<file path="src/rtl/approx_add_pipe.sv">
// Two-stage approximate adder: OR-approximated low K bits with a carry guess into
// an exact upper add, plus error statistics measured against the exact sum.
module approx_add_pipe #(
    parameter int unsigned WIDTH  = 8,
    parameter int unsigned K      = 4,
    parameter int unsigned STAT_W = 16
) (
    input  logic              clk,
    input  logic              rst_n,
    input  logic              in_valid,
    output logic              in_ready,
    input  logic [WIDTH-1:0]  a,
    input  logic [WIDTH-1:0]  b,
    input  logic              mode,
    output logic              out_valid,
    input  logic              out_ready,
    output logic [WIDTH:0]    sum,
    input  logic              stat_clr,
    output logic [STAT_W-1:0] err_cnt,
    output logic [STAT_W-1:0] err_acc,
    output logic [WIDTH:0]    err_max
);

    localparam int unsigned HI_W  = WIDTH - K;
    localparam int unsigned ACC_W = ((STAT_W > WIDTH + 1) ? STAT_W : WIDTH + 1) + 1;
    localparam logic [ACC_W-1:0] STAT_MAX = ACC_W'({STAT_W{1'b1}});

    logic              s1_valid;
    logic [K-1:0]      s1_lo;
    logic              s1_cin;
    logic [HI_W-1:0]   s1_a_hi;
    logic [HI_W-1:0]   s1_b_hi;
    logic              s1_mode;
    logic [WIDTH:0]    s1_exact;

    logic              s2_mode;
    logic [WIDTH:0]    s2_exact;

    logic              s2_adv_c;
    logic [HI_W:0]     hi_sum_c;
    logic [WIDTH:0]    approx_c;
    logic              upd_c;
    logic [WIDTH:0]    err_c;
    logic [ACC_W-1:0]  acc_sum_c;

    // Output stage drains when empty or accepted; S1 accepts when it can move on.
    assign s2_adv_c = !out_valid || out_ready;
    assign in_ready = s2_adv_c || !s1_valid;

    assign hi_sum_c = (HI_W+1)'(s1_a_hi) + (HI_W+1)'(s1_b_hi) + (HI_W+1)'(s1_cin);
    assign approx_c = {hi_sum_c, s1_lo};

    // Approximate results can overshoot the exact sum, so the error is absolute.
    assign upd_c     = out_valid && out_ready && !s2_mode;
    assign err_c     = (s2_exact >= sum) ? (s2_exact - sum) : (sum - s2_exact);
    assign acc_sum_c = ACC_W'(err_acc) + ACC_W'(err_c);

    // Stage 1: low OR, carry guess, split upper operands and exact reference.
    always_ff @(posedge clk or negedge rst_n) begin
        if (!rst_n) begin
            s1_valid <= 1'b0;
            s1_lo    <= '0;
            s1_cin   <= 1'b0;
            s1_a_hi  <= '0;
            s1_b_hi  <= '0;
            s1_mode  <= 1'b0;
            s1_exact <= '0;
        end else if (in_ready) begin
            s1_valid <= in_valid;
            if (in_valid) begin
                s1_lo    <= a[K-1:0] | b[K-1:0];
                s1_cin   <= a[K-1] & b[K-1];
                s1_a_hi  <= a[WIDTH-1:K];
                s1_b_hi  <= b[WIDTH-1:K];
                s1_mode  <= mode;
                s1_exact <= (WIDTH+1)'(a) + (WIDTH+1)'(b);
            end
        end
    end

    // Stage 2: upper add and result select; holds while stalled.
    always_ff @(posedge clk or negedge rst_n) begin
        if (!rst_n) begin
            out_valid <= 1'b0;
            sum       <= '0;
            s2_exact  <= '0;
            s2_mode   <= 1'b0;
        end else if (s2_adv_c) begin
            out_valid <= s1_valid;
            if (s1_valid) begin
                sum      <= s1_mode ? s1_exact : approx_c;
                s2_exact <= s1_exact;
                s2_mode  <= s1_mode;
            end
        end
    end

    // Error statistics, updated on approximate-mode handshakes; clear has priority.
    always_ff @(posedge clk or negedge rst_n) begin
        if (!rst_n) begin
            err_cnt <= '0;
            err_acc <= '0;
            err_max <= '0;
        end else if (stat_clr) begin
            err_cnt <= '0;
            err_acc <= '0;
            err_max <= '0;
        end else if (upd_c) begin
            if ((err_c != '0) && (err_cnt != {STAT_W{1'b1}})) begin
                err_cnt <= err_cnt + STAT_W'(1);
            end
            err_acc <= (acc_sum_c > STAT_MAX) ? {STAT_W{1'b1}} : acc_sum_c[STAT_W-1:0];
            if (err_c > err_max) begin
                err_max <= err_c;
            end
        end
    end

endmodule

</file>
<file path="config.mk">
export PLATFORM = sky130hd
export DESIGN_NAME = approx_add_pipe
export DESIGN_NICKNAME = d
export VERILOG_FILES = /design/src/rtl/approx_add_pipe.sv
export SDC_FILE = /design/constraint.sdc
export NUM_CORES = 1
export LEC_CHECK = 0
export CAP_MARGIN = 20
export CORE_ASPECT_RATIO = 1.5
export CORE_UTILIZATION = 45
export DETAILED_ROUTE_END_ITERATION = 7
export PLACE_DENSITY = 0.67
export SLEW_MARGIN = 20
export SYNTH_ARGS = -nofsm -noshare
export SYNTH_HDL_FRONTEND = slang
export SYNTH_SLANG_ARGS = --single-unit
</file>
<file path="constraint.sdc">
create_clock -name clk -period 5.73 [get_ports clk]
set_clock_uncertainty 0.1 [all_clocks]
set_input_delay 1.146 -clock clk [delete_from_list [all_inputs] [get_ports clk]]
set_output_delay 1.146 -clock clk [all_outputs]
set_load 0.02 [all_outputs]
</file>
==> Implementation_results.wiki <==
{| class="wikitable"
! Metric !! Value
|-
| Cell count along the critical path || 16
|-
| Static Leak || 3.08 nW
|-
| Primary flip-flop cell chosen by synthesis mapping || sky130_fd_sc_hd__dfrtp_1
|-
| Crit path DAT || 4.70 ns
|-
| Clock-pin slew reported for the worst setup and hold paths after clock tree synthesis || 0.06 ns
|-
| Result of the run || finished, final reports clean
|-
| Total clock buffers created by CTS || 9
|-
| Worst Hold Slack || 0.380 ns
|-
| Sum of negative setup slack || 0 ns
|-
| Count of non-filler cells in the finished layout || 842
|-
| Worst setup path startpoint || sum[4]$_DFFE_PN0P_
|-
| Family with the most delay on the worst path || compound AO/OA/AOI/OAI gates
|-
| Post-CTS resize count || 0
|-
| Final estimated routing congestion in global placement || 0.887
|-
| Total iterations of the first detailed-routing run || 5
|-
| Ordered list of cells on the worst path || inv_1 > ha_1 > nand4_4 > nor3_2 > nor3_2 > nand2_2 > o21ai_0 > ha_1 > a21o_1 > a21o_1 > a21o_1 > a2111o_1 > a41o_1 > nor2b_1 > a31oi_1 > a311oi_1
|-
| Effective utilization at floorplan || 0.465
|-
| Total die area || 0.0135 mm²
|-
| Power density normalized to cell area || 542 mW/mm²
|-
| Drt initial violations || 232
|-
| Setup repair after global routing missed its margin || false
|-
| Reg-to-reg startpoint || sum[4]$_DFFE_PN0P_
|-
| Synth Area per Inst || 9.50 µm²
|-
| Sort of element at the start of the critical path || flip-flop
|-
| Count of buffer and inverter cells on the critical path || 1
|-
| Sequential cell area fraction in the yosys report || 0.362
|-
| Max capacitance violation total || 0
|-
| Number of antenna-violating nets in the routed design || 0
|-
| Most Frequent Cell on Critical Path || sky130_fd_sc_hd__a21o_1
|-
| Start point of the worst min-delay path || s1_lo[1]$_DFFE_PN0P_
|-
| Post-CTS Repair Setup Buffers || 0
|-
| Worst min-delay path endpoint || s1_lo[1]$_DFFE_PN0P_
|-
| Peak per-stage delay on the critical path || 0.53 ns
|-
| Via count || 4693
|-
| VDD IR-drop max || 0.000194 V
|-
| Vertical die dimension || 142 µm
|-
| Fmax || 217 MHz
|-
| Area of the core || 0.0126 mm²
|-
| Count of input and output buffers || 73
|-
| Clock latency on the worst-skew pair || 0.35 ns
|-
| Global-route wire length before repair || 22.4 mm
|-
| Number of diodes || 0
|-
| Most frequent standard cell in the layout excluding fill and tap cells || sky130_fd_sc_hd__dfrtp_1
|-
| Overall die width || 95.3 µm
|-
| Path type of the worst min-delay path || reg -> reg
|-
| Post-synthesis sequential element count || 85
|-
| Crit share post-route || 0.803
|-
| Met3 Resource Use GR || 0.0422
|-
| Maximum clock path buffer count || 2
|-
| Synthesized netlist net count || 700
|-
| Antenna violations before repair || 0
|-
| Clock net sink count || 85
|-
| Avg Vias per Cell || 5.57
|-
| Number of enable flip-flop cells after synthesis || 0
|-
| Crit path capture type || flip-flop
|-
| Netlist Area Pre-Place || 0.00588 mm²
|-
| Share of flip-flops with an asynchronous set or reset after synthesis || 1.00
|-
| Synthesized instance count || 619
|-
| TritonCTS clock tree || built
|-
| CTS Hold Buffers Added || 0
|-
| Final setup vio count || 0
|-
| Number of stages on the worst hold path || 2
|-
| Highest-utilization routing layer at the global route stage || met2
|-
| Number of synthesis warnings || 0
|-
| Final-report hold violation count || 0
|-
| Routed len/inst || 15.8 µm
|-
| Total wirelength of the detailed-routed design || 13.3 mm
|-
| Total global routing track utilization || 0.212
|-
| Setup CP Type || reg -> reg
|-
| Cell type of the slowest stage on the worst timing path || sky130_fd_sc_hd__o21ai_0
|-
| Maximum number of pins on one net before global-route repair || 57
|-
| DP Wirelength || 10.3 mm
|-
| Post-placement cell count || 826
|-
| Remaining design rule violation count || 0
|-
| Met1 GRT Util || 0.238
|-
| Number of global-route vias before repair || 4750
|-
| Largest fanout on the critical path || 11
|-
| Grt met2 use || 0.390
|-
| Tmin final || 4.60 ns
|-
| Worst reg2reg endpoint || err_acc[15]$_DFFE_PN0P_
|-
| Count of H-tree levels built during CTS || 3
|-
| Register-to-Register Setup Slack || 1.13 ns
|-
| Filler cells || 1155
|-
| Max_slew headroom || 0.307
|-
| Most used cells in the layout excluding fill and tap cells || 85 x sky130_fd_sc_hd__dfrtp_1, 72 x sky130_fd_sc_hd__clkdlybuf4s50_1, 53 x sky130_fd_sc_hd__ha_1
|-
| Worst-Margin Slew || 1.03 ns
|-
| Count of distinct cell types in the synthesized netlist || 65
|-
| Area grow syn2layout || 19.3%
|-
| Fraction of final layout cells sized beyond drive strength 1 || 0.0831
|-
| Number of cell instances on the worst register-to-register path || 16
|-
| Critical path data required time || 5.83 ns
|-
| Max-slew violations || 0
|-
| Overflow left after global routing || 0
|-
| Number of placement rows || 50
|-
| Net count of the finished layout || 762
|-
| Cell at the root of the clock tree || sky130_fd_sc_hd__clkbuf_16
|-
| Top-Level Pins || 74
|}
power breakdown:
group / internal [mW] / leakage, nW / switching [mW] / total (mW)
clock: 0.408 / 0.163 / 0.244 / 0.653
sequential: 0.710 / 1.09 / 0.101 / 0.811
combinational: 0.997 / 1.83 / 1.34 / 2.34
worst max path at each step:
stage,end,slack (ns)
after floorplan,err_acc[15]$_DFFE_PN0P_,1.54
after global placement,err_acc[15]$_DFFE_PN0P_,1.33
after detailed placement,err_acc[15]$_DFFE_PN0P_,1.14
after CTS,err_acc[15]$_DFFE_PN0P_,1.12
after global routing,err_acc[9]$_DFFE_PN0P_,0.78
final,err_acc[15]$_DFFE_PN0P_,1.13
worst register-to-register path: stages, from the launching register on:
cell and delay [ns]:
sky130_fd_sc_hd__dfrtp_1 0.37, sky130_fd_sc_hd__inv_1 0.07, sky130_fd_sc_hd__ha_1 0.50, sky130_fd_sc_hd__nand4_4 0.20, sky130_fd_sc_hd__nor3_2 0.07, sky130_fd_sc_hd__nor3_2 0.32
sky130_fd_sc_hd__nand2_2 0.25, sky130_fd_sc_hd__o21ai_0 0.53, sky130_fd_sc_hd__ha_1 0.34, sky130_fd_sc_hd__a21o_1 0.16, sky130_fd_sc_hd__a21o_1 0.20, sky130_fd_sc_hd__a21o_1 0.20
sky130_fd_sc_hd__a2111o_1 0.44, sky130_fd_sc_hd__a41o_1 0.30, sky130_fd_sc_hd__nor2b_1 0.18, sky130_fd_sc_hd__a31oi_1 0.18, sky130_fd_sc_hd__a311oi_1 0.07
through the flow:
| step | instance area (µm²) | worst slack [ns] | power, mW | utilization |
|---|---|---|---|---|
| 3_3_place_gp | 6680 | 1.33 | 3.12 | 0.529 |
| 2_1_floorplan | 5880 | 1.54 | 2.57 | - |
| 5_1_grt | 7010 | 0.784 | 4.13 | 0.555 |
| 4_1_cts | 7010 | 1.12 | 3.83 | 0.555 |
| 6_report | 7010 | 1.13 | 3.80 | 0.555 |
| 3_5_place_dp | 6680 | 1.14 | 3.16 | 0.529 |
cells by family after synthesis:
logic type | Yosys count | synth area share
simple gates | 167 | 0.150
compound gates | 158 | 0.172
flops | 85 | 0.362
buf+inv | 79 | 0.0609
fa+ha+maj | 59 | 0.133
mux | 46 | 0.0845
xor+xnor | 25 | 0.0372
state kept, by name, summed over array words and instances, names as in the netlist:
name,cells
err_acc,16
err_cnt,16
err_max,9
out_valid,1
s1_a_hi,4
s1_b_hi,4
s1_cin,1
s1_exact,9
s1_lo,4
s1_mode,1
s1_valid,1
s2_exact,9
s2_mode,1
sum,9
metal layers:
metal  vias up  part of all wire
met4         0             0.020
met5         -                 0
met3        19             0.038
met1      2234              0.41
li1       2341                 -
met2        99              0.54
Yosys cell counts, types with 2 or more instances:
master | n | area (µm²)
sky130_fd_sc_hd__nand4_1 | 10 | 62.6
sky130_fd_sc_hd__nand2b_1 | 10 | 62.6
sky130_fd_sc_hd__o21ai_1 | 6 | 30.0
sky130_fd_sc_hd__mux2_2 | 20 | 225
sky130_fd_sc_hd__inv_1 | 49 | 184
sky130_fd_sc_hd__mux2i_1 | 23 | 230
sky130_fd_sc_hd__buf_1 | 2 | 7.51
sky130_fd_sc_hd__buf_4 | 7 | 52.6
sky130_fd_sc_hd__a311oi_1 | 10 | 87.6
sky130_fd_sc_hd__a21oi_1 | 45 | 225
sky130_fd_sc_hd__mux2_4 | 2 | 30.0
sky130_fd_sc_hd__or2_1 | 2 | 12.5
sky130_fd_sc_hd__o21bai_1 | 5 | 37.5
sky130_fd_sc_hd__xor2_1 | 9 | 78.8
sky130_fd_sc_hd__o21ai_0 | 31 | 155
sky130_fd_sc_hd__buf_6 | 2 | 22.5
sky130_fd_sc_hd__a211oi_1 | 7 | 52.6
sky130_fd_sc_hd__a41oi_1 | 3 | 26.3
sky130_fd_sc_hd__nor4_1 | 2 | 12.5
sky130_fd_sc_hd__nor2_1 | 46 | 173
sky130_fd_sc_hd__nor3_1 | 10 | 50.1
sky130_fd_sc_hd__dfrtp_1 | 85 | 2130
sky130_fd_sc_hd__nor2b_1 | 7 | 43.8
sky130_fd_sc_hd__buf_2 | 3 | 15.0
sky130_fd_sc_hd__o21a_1 | 8 | 60.1
sky130_fd_sc_hd__a41o_1 | 2 | 20.0
sky130_fd_sc_hd__a31oi_1 | 5 | 31.3
sky130_fd_sc_hd__and3_1 | 5 | 31.3
sky130_fd_sc_hd__nand3_1 | 6 | 30.0
sky130_fd_sc_hd__xnor2_1 | 16 | 140
sky130_fd_sc_hd__or4_1 | 13 | 97.6
sky130_fd_sc_hd__nand2_1 | 40 | 150
sky130_fd_sc_hd__fa_1 | 6 | 120
sky130_fd_sc_hd__and4_1 | 2 | 17.5
sky130_fd_sc_hd__o31ai_1 | 14 | 105
sky130_fd_sc_hd__a21o_1 | 11 | 82.6
sky130_fd_sc_hd__ha_1 | 53 | 663
sky130_fd_sc_hd__and2_1 | 2 | 12.5
sky130_fd_sc_hd__nor3_2 | 2 | 20.0
sky130_fd_sc_hd__clkbuf_1 | 12 | 45.0
sky130_fd_sc_hd__inv_2 | 2 | 7.51
layout make-up:
cell class              count  area, µm²  share of cell area
clock buffers              12        256              0.0366
clock inverters             4       77.6              0.0111
inverters                  51        191              0.0273
repair buffers             79        773               0.110
multi-input cells         455       3390               0.484
well taps                 156        195              0.0278
flip-flops and latches     85       2130               0.303
No activity file was read; power rests on OpenSTA's default activity.
